[config.mk]
export PLATFORM = sky130hd
export DESIGN_NAME = restoring_divider
export DESIGN_NICKNAME = d
export VERILOG_FILES = /design/src/rtl/restoring_divider.sv
export SDC_FILE = /design/constraint.sdc
export NUM_CORES = 1
export LEC_CHECK = 0
export ABC_CLOCK_PERIOD_IN_PS = 6000
export BUFFER_PORTS_ARGS = -buffer_cell sky130_fd_sc_hd__buf_4
export CAP_MARGIN = 20
export CORE_ASPECT_RATIO = 1.75
export CORE_MARGIN = 10
export CORE_UTILIZATION = 60
export DETAILED_ROUTE_END_ITERATION = 10
export PLACE_DENSITY = 0.83
export SETUP_SLACK_MARGIN = 0.02
export SYNTH_ARGS = -nofsm -noshare
export SYNTH_HDL_FRONTEND = slang
export SYNTH_SLANG_ARGS = --single-unit
[constraint.sdc]
create_clock -name clk -period 6 [get_ports clk]
set_clock_uncertainty 0.2 [all_clocks]
set_input_delay 0.3 -clock clk [delete_from_list [all_inputs] [get_ports clk]]
set_output_delay 0.3 -clock clk [all_outputs]
set_load 0.1 [all_outputs]
[src/rtl/restoring_divider.sv]
//------------------------------------------------------------------------------
// Module   : restoring_divider
// Purpose  : 16-bit unsigned sequential restoring divider with start/done.
// Revision : 1.0  initial release
//------------------------------------------------------------------------------
`default_nettype none

module subtract (
   input  logic [15:0] i_minuend,
   input  logic [15:0] i_subtrahend,
   output logic [15:0] o_diff
);
   assign o_diff = i_minuend - i_subtrahend;
endmodule

module restoring_divider (
   input  logic        clk,
   input  logic        rst,
   input  logic        start,
   input  logic [15:0] dividend,
   input  logic [15:0] divisor,
   output logic        busy,
   output logic        done,
   output logic        div_by_zero,
   output logic [15:0] quotient,
   output logic [15:0] remainder
);
   typedef enum logic [1:0] {
      S_IDLE = 2'd0,
      S_RUN  = 2'd1,
      S_DONE = 2'd2
   } state_t;

   state_t      r_state;
   logic [15:0] r_rem;
   logic [15:0] r_q;
   logic [15:0] r_d;
   logic [4:0]  r_cnt;

   logic [16:0] w_shift;
   logic [15:0] w_diff;
   logic        w_take;
   logic [15:0] w_rem_next;
   logic [15:0] w_q_next;

   assign w_shift = {r_rem, r_q[15]};

   subtract u_subtract (
      .i_minuend   (w_shift[15:0]),
      .i_subtrahend(r_d),
      .o_diff      (w_diff)
   );

   // A set carry-out bit means S already exceeds any 16-bit divisor.
   assign w_take     = w_shift[16] | (w_shift[15:0] >= r_d);
   assign w_rem_next = w_take ? w_diff : w_shift[15:0];
   assign w_q_next   = {r_q[14:0], w_take};

   always_ff @(posedge clk) begin
      if (rst) begin
         r_state     <= S_IDLE;
         r_rem       <= 16'd0;
         r_q         <= 16'd0;
         r_d         <= 16'd0;
         r_cnt       <= 5'd0;
         busy        <= 1'b0;
         done        <= 1'b0;
         div_by_zero <= 1'b0;
         quotient    <= 16'd0;
         remainder   <= 16'd0;
      end else begin
         case (r_state)
            S_IDLE: begin
               if (start) begin
                  r_rem       <= 16'd0;
                  r_q         <= dividend;
                  r_d         <= divisor;
                  r_cnt       <= 5'd0;
                  busy        <= 1'b1;
                  div_by_zero <= 1'b0;
                  r_state     <= S_RUN;
               end
            end
            S_RUN: begin
               // A zero divisor finishes on the first RUN edge; Q still holds the dividend.
               if (r_d == 16'd0) begin
                  done        <= 1'b1;
                  busy        <= 1'b0;
                  div_by_zero <= 1'b1;
                  quotient    <= 16'hFFFF;
                  remainder   <= r_q;
                  r_state     <= S_DONE;
               end else begin
                  r_rem <= w_rem_next;
                  r_q   <= w_q_next;
                  r_cnt <= r_cnt + 5'd1;
                  if (r_cnt == 5'd15) begin
                     quotient  <= w_q_next;
                     remainder <= w_rem_next;
                     done      <= 1'b1;
                     busy      <= 1'b0;
                     r_state   <= S_DONE;
                  end
               end
            end
            S_DONE: begin
               done    <= 1'b0;
               r_state <= S_IDLE;
            end
            default: r_state <= S_IDLE;
         endcase
      end
   end
endmodule

`default_nettype wire

[Word-level counts from Yosys, hierarchy flattened]
Cells that the tools add are included.
Cells by class
  add/subtract/negate cells: 2
  eq/ne operators: 7
  reductions and logical operators: 12
  mux-type cells: 28
  bitwise operators: 1
  order comparisons: 1
Operators by type and width (count)
  2-to-1 mux 16 bit: 9
  case mux 16 bit (2 select lines): 2
  >= comparator 16 bit: 1
  logical NOT 16 bit: 1
  subtractor 16 bit: 1
  2-to-1 mux 5 bit: 2
  case mux 5 bit (2 select lines): 1
  AND reduction 3 bit: 3
  AND reduction 2 bit: 4
  2-to-1 mux 1 bit: 7
  2-to-1 mux 2 bit: 3
  != test 2 bit, second input constant: 3
  case mux 1 bit (2 select lines): 3
  nonzero test 2 bit: 3
  adder 5 x 1 -> 5 bit, second input constant: 1
  equality test 5 x 4 -> 1 bit, second input constant: 1
  case mux 2 bit (2 select lines): 1
  != test 3 bit, second input constant: 1
  equality test 2 x 1 -> 1 bit, second input constant: 1
  equality test 2 bit, second input constant: 1
  logical NOT 2 bit: 1
  OR 1 bit: 1
Word-level totals
  logic and storage cells: 61
  output and inout bits: 35
  flip-flop bits (word level): 90

[Longest topological paths before layout]
Gate-level depths: netlist of the first run.
  depth after elaboration: 5
  gate-level depth with buffers: 10

[Modules after synthesis]
A second synthesis of the first run with hierarchy kept.
Second synthesis, totals
  cell total of the unflattened synthesis: 659
  area, all modules: 5358.9 um^2
Modules (own cells, without submodules)
  restoring_divider: instances 1, area an instance 4503.1 um^2, cells each 537
  subtract: instances 1, area an instance 855.8 um^2, cells each 122

[Worst setup path after synthesis of the first run]
OpenSTA, ideal clock, no wires.
  kind: reg2reg
  from: reg r_q[15]
  to: reg r_rem[1]
  path slack: 3356 ps
  buffers on the path: 1
  stages on the path, launching flop included: 11
  required time: 5683 ps
  arrival time: 2327 ps
  path through: dfxtp_1 -> inv_1 -> ha_1 -> fa_1 -> nand2b_1 -> a211oi_4 -> o21ai_2 -> a21oi_2 -> buf_4 -> o21ai_0 -> a32o_1
On the way
  longest elaborated chain between the ends: 5
  elaborated cells between the ends (all ways): 6
  those cells by class: add/sub (1); order compare (1); mux (3); bitwise (1)
RTL lines
  from (decl): line 36  | logic [15:0] r_q;
  from (signal assigned): line 76  | r_q <= dividend;
  from (signal assigned): line 95  | r_q <= w_q_next;
  >= comparator 16 bit: line 55  | assign w_take = w_shift[16] | (w_shift[15:0] >= r_d);
  OR 1 bit: line 55
  2-to-1 mux 16 bit (*): line 56  | assign w_rem_next = w_take ? w_diff : w_shift[15:0];
  2-to-1 mux 16 bit (*): line 86  | if (r_d == 16'd0) begin
  case mux 16 bit (2 select lines) (*): line 72  | case (r_state)
  to (signal assigned): line 94  | r_rem <= w_rem_next;
  to (decl): line 35  | logic [15:0] r_rem;
Mark *: on every way between the ends. The rest lies on a longest branch, timed or not. The select of a mux whose other input is x is not followed.
A chain may end at the register's enable or synchronous reset.

[Worst setup path after layout of the first run]
  from: reg r_d[8]
  to: reg r_q[15]
On the way
  longest elaborated chain between the ends: 3
RTL lines
  from (decl): line 37  | logic [15:0] r_d;
  from (signal assigned): line 77  | r_d <= divisor;
  logical NOT 16 bit: line 86
  != test 2 bit (no source line)
  AND reduction 3 bit (no source line)
Every way passes these cells.

==> flow_summary.ini, run 1 <==
[status]
outcome = finished, violations left
failed_checks = hold timing

[detailed_routing]
totalWireLength_um = 14500
firstDrtPassIters = 7
via_per_inst = 6.44
postRouteAntennaNets = 0
drt_iter0_markers = 433
drc = 0
num_vias = 4835
wl_per_cell_um = 19.3

[global_routing]
grtUsageMet3 = 0.0553
grtUsageMet2 = 0.411
grt.met1_usage = 0.253
grt_pass1_vias = 4842
busiest_layer = met2
antenna_found_initial = 0
grt_pass1_wl_um = 23600
grt-ovfl-total = 0
grt_max_degree = 68
grtUsageTotal = 0.236

[clock_network]
ctsResizeCount = 0
tritoncts = done
root_buffer = clkbuf_16
h-tree-depth = 3
clk_pin_slew_ns = 0.07
clkSinkCount = 90
clockBufferDepth = 2
clk_latency_ns = 0.35
postCtsSetupBuffers = 0
cts_buffers = 9

[sta]
hold_slack_ns = -0.000844
relSlewSlack = 0.307
timing.fmax_ghz = 0.300
tightest_slew_ns = 1.04
finalMaxSlewViolations = 0
finalHoldViolations = 1
rsz0062_at_grt = no
setup_viol = 0
finalCriticalPeriod_ns = 3.34
fin_setup_tns_ns = 0
finalCritPeriodShare = 0.556

[critical_path]
start_kind = flop
r2r-end = r_q[15]
crit_fanout = 30
endpoint_kind = flop
reg2regPathDepth = 6
reg2reg_from = r_d[8]
path_class = flop to flop
worstPathRequired_ns = 5.98
arrival_ns = 3.31
reg2reg_slack_ns = 2.66

[yosys]
synth_top_area_frac = 0.370
synth_edf_count = 0
synth_top_flop_cell = dfxtp_1
syn_inst = 614
synth_common_cells = 102 x nand2_1, 90 x dfxtp_1, 59 x nor2_1
ys_ff_latch = 90
async_reset_ff_frac = 0
synth_top_area_cell = dfxtp_1
avgSynthCellArea_um2 = 7.92
seq_area_frac_synth = 0.370
syn_area_um2 = 4870
ys_warn_count = 0
synthTopCellsByArea = dfxtp_1 37%, nand2_1 7.9%, a21oi_1 4.6%
yosysMostFrequentCell = nand2_1
syn-num-nets = 668
yosysUniqueCellTypes = 70

[worst_hold_path]
holdPathEnd = r_d[4]
hold_path.class = input port to flop
worstHoldPathCells = 3
hp-start = divisor[4]

[power_and_ir_drop]
p_leak_nw = 2.31
peakVddDrop_v = 0.000259
p_total_w = 0.00309
power_density_nw_per_um2 = 548

[place]
dp_hpwl_um = 10700
port_buffers = 69
gp_congestion = 0.934

[floorplanning]
coreArea_um2 = 7910
row_count = 43
die_y_um = 139
dieWidth_um = 88.1
ios = 70
initial_core_util = 0.615
die_area_um2 = 12300

[finish]
area_delta_synth_final_pct = 15.7
nets = 711
diodes = 0
drive_gt1_frac = 0.154
final_util = 0.712

[job]
cap_violations = 0
## worst max path at each step
| stage | from | to | slack [ns] | cells past startpoint |
|---|---|---|---|---|
| after floorplan | r_q[15] | r_rem[1] | 3.36 | 10 |
| after global placement | r_q[15] | remainder[13] | 2.88 | 9 |
| after detailed placement | r_q[15] | remainder[5] | 2.81 | 9 |
| after CTS | r_q[15] | remainder[13] | 2.78 | 9 |
| after global routing | r_d[8] | r_q[6] | 2.51 | 6 |
| final | r_d[8] | r_q[15] | 2.66 | 6 |
## cells in the final DEF (no fill, tap or decap), types with 3 or more instances in the layout
| master | instances |
|---|---|
| and4_1 | 7 |
| o21ai_0 | 25 |
| clkbuf_16 | 9 |
| nand2_1 | 102 |
| xnor2_1 | 6 |
| a32oi_1 | 3 |
| o211ai_1 | 13 |
| nand3_1 | 12 |
| nand2b_1 | 4 |
| o22ai_1 | 20 |
| inv_1 | 23 |
| a211o_1 | 5 |
| a311oi_1 | 16 |
| a21o_1 | 6 |
| nor2_1 | 59 |
| ha_1 | 18 |
| a211oi_1 | 6 |
| o31ai_1 | 5 |
| and2_1 | 4 |
| nor3_1 | 12 |
| nor4_1 | 5 |
| xor2_1 | 3 |
| or3_1 | 7 |
| and3_1 | 9 |
| buf_4 | 72 |
| o2111ai_1 | 3 |
| a31oi_1 | 8 |
| dfxtp_1 | 90 |
| a21oi_1 | 45 |
| nand4_1 | 9 |
## flip-flops by register name, summed over array words and instances (netlist names)
| signal | cells |
|---|---|
| remainder | 16 |
| r_state | 2 |
| div_by_zero | 1 |
| r_d | 16 |
| quotient | 16 |
| r_q | 16 |
| busy | 1 |
| r_rem | 16 |
| done | 1 |
| r_cnt | 5 |
## kinds of logic after synthesis
family,after synthesis,share of synthesized area
muxes,1,0.00206
buffers and inverters,65,0.0609
AOI/OAI and AO/OA,187,0.269
and+or+nand+nor,243,0.231
adders and majority gates,19,0.0504
DFF,90,0.370
xor gates and xnor gates,9,0.0162
## layer usage
metal / part of all wire / vias up / routed length, um
li1: - / 2334 / -
met4: 0.046 / 0 / 671
met1: 0.37 / 2305 / 5420
met2: 0.53 / 154 / 7610
met5: 0 / - / 0
met3: 0.053 / 42 / 769
## where the power goes
| part | switching, W | internal [W] |
|---|---|---|
| clock | 0.000242 | 0.000334 |
| sequential | 0.0000825 | 0.000676 |
| combinational | 0.00118 | 0.000578 |
| total | 0.00150 | 0.00159 |
## layout make-up
cell class | count | area (um2)
clock buffers | 10 | 239
clock inverters | 5 | 62.6
fillers | 640 | 2280
inverters | 23 | 86.3
multi-input cells | 459 | 2770
flip-flops and latches | 90 | 1800
well taps | 90 | 113
repair buffers | 74 | 561
## worst max-delay path: stages, from the launching register on
cell and delay, ns:
dfxtp_1 0.32, nor4_1 0.65, nand4_1 0.66, nand2_2 0.36, nand2_1 0.57, nor2_1 0.33
a311oi_1 0.08
## metrics by stage
stage | area (um2) | std cells | hold WS (ns) | setup WS [ns]
CTS | 5630 | 751 | 0.000749 | 2.78
detailed placement | 5310 | 734 | 0.264 | 2.81
global route | 5630 | 751 | 0.00355 | 2.51
floorplan | 4870 | 614 | 0.236 | 3.36
global placement | 5310 | 734 | 0.259 | 2.88
finish | 5630 | 751 | -0.000844 | 2.66
## what timing repair did
item                                   in CTS  in global routing
hold buffers                                2                  0
endpoints found under the hold margin       2                  0
setup endpoints to repair                   0                  0
(Power assumes the default switching activity.)
==> inputs of run 2 (changes only) <==
ABC_CLOCK_PERIOD_IN_PS = 2800   (was 6000)
CORE_UTILIZATION = 52   (was 60)
PLACE_DENSITY = 0.76   (was 0.83)
clock period = 2.8 ns   (was 6 ns; I/O delays follow)
==> flow_summary.ini, run 2 (synthesized netlist as in run 1, its figures left out) <==
[finish]
diodes = 0
drive_gt1_frac = 0.204
final_common_cell = buf_4
mostFrequentLayoutCells = 103 x buf_4, 102 x nand2_1, 89 x dfxtp_1, 59 x nor2_1, 45 x a21oi_1
multi_input_area_um2 = 2860
area_delta_synth_final_pct = 31.3
seq_area_um2 = 1800
nets = 776
fillers = 776

[sta]
finalCriticalPeriod_ns = 2.64
finalCritPeriodShare = 0.944
rsz0062_at_grt = yes
setup_slack_ns = 0.157
timing.fmax_ghz = 0.378
finalMaxSlewViolations = 0
tightest_slew_ns = 1.01
fin_setup_tns_ns = 0
finalHoldViolations = 0
setup_viol = 0
relSlewSlack = 0.326

[clock_network]
clockBufferDepth = 2
clkSinkCount = 90
clk_pin_slew_ns = 0.07
h-tree-depth = 3
tritoncts = done
clk_latency_ns = 0.34
root_buffer = clkbuf_16
cts_buffers = 9

[detailed_routing]
wl_per_cell_um = 18.8
totalWireLength_um = 15900
via_per_inst = 6.09
num_vias = 5154
drc = 0
firstDrtPassIters = 7
postRouteAntennaNets = 0
drt_iter0_markers = 429

[status]
outcome = complete, no violations

[worst_hold_path]
hold_path.class = input port to flop

[floorplanning]
dieWidth_um = 93.1
die_y_um = 148
die_area_um2 = 13800
initial_core_util = 0.535
ios = 70
coreArea_um2 = 9090
row_count = 46

[global_routing]
grtUsageTotal = 0.228
grt-ovfl-total = 0
grt_max_degree = 39
grt_pass1_wl_um = 25700
antenna_found_initial = 0
grt_pass1_vias = 5136

[power_and_ir_drop]
p_leak_nw = 2.66
power_density_nw_per_um2 = 1220
peakVddDrop_v = 0.000644

[place]
place_ws_ns = -0.00255
dp_hpwl_um = 11400
gp_congestion = 0.977
port_buffers = 69

[critical_path]
worstPathRequired_ns = 2.82
start_kind = flop
arrival_ns = 2.67
path_class = flop to flop
endpoint_kind = flop
crit_fanout = 6

[job]
cap_violations = 0
[run 2: changes by cell type in the layout (fill, tap and decap cells not counted), sizes merged]
cell | previous run | this run
buf | 72 | 105
clkinv | 1 | 2
dlygate4sd3 | 2 | 33
clkinvlp | 2 | 0
o21ai | 29 | 30
bufinv | 1 | 3
[run 2: per-stage QoR]
step	instances	power [W]	hold WS (ns)	cell area, um2	util
after floorplan	614	0.00452	0.0760	4870	-
after CTS	839	0.00727	0.0863	6260	0.688
after detailed placement	790	0.00574	0.194	5570	0.612
final	847	0.00777	0.0908	6390	0.703
after global placement	790	0.00567	0.187	5570	0.612
after global routing	847	0.00819	0.124	6390	0.703
[run 2: area by class of cell]
class | instances | area share
Tap cell | 120 | 0.0235
Timing Repair Buffer | 138 | 0.179
Inverter | 23 | 0.0135
Sequential cell | 90 | 0.282
Clock buffer | 10 | 0.0374
Multi-Input combinational cell | 460 | 0.447
Clock inverter | 6 | 0.0176
[run 2: critical path: stages, from the launching register on]
cell	delay, ns
dfxtp_1	0.35
inv_1	0.07
ha_1	0.35
a21oi_1	0.33
o22ai_1	0.20
or2_1	0.27
or4b_1	0.48
o2111ai_1	0.15
o211ai_1	0.14
[run 2: final timing paths]
kind	from	endpoint	slack, ns	depth (start not counted)
worst max-delay path	r_d[9]	r_rem[14]	0.16	8
worst min-delay path	start	r_state[0]	0.09	4
worst max register to register	r_d[9]	r_rem[14]	0.16	8
worst min register to register	r_d[11]	r_d[11]	0.27	2
[run 2: report_power, final]
| part | internal [W] | switching, W | leakage [nW] |
|---|---|---|---|
| registers | 0.00145 | 0.000181 | 0.734 |
| logic | 0.00187 | 0.00285 | 1.75 |
| clock network | 0.000900 | 0.000520 | 0.173 |
| total | 0.00422 | 0.00355 | 2.66 |
[run 2: routing by layer]
layer / vias to the layer above / track usage / share of wire
li1: 2462 / - / -
met1: 2462 / 0.243 / 0.38
met2: 178 / 0.395 / 0.52
met3: 52 / 0.0446 / 0.051
met4: 0 / 0.144 / 0.053
met5: - / 0 / 0
[run 2: repair_timing]
| item | in CTS | in global routing |
|---|---|---|
| pin swaps | 0 | 9 |
| endpoints found under the setup margin | 4 | 27 |
| hold buffers | 33 | 0 |
| hold endpoints to repair | 33 | 0 |
| gates resized for setup | 2 | 12 |
| gates cloned | 0 | 1 |
| buffers inserted | 0 | 7 |
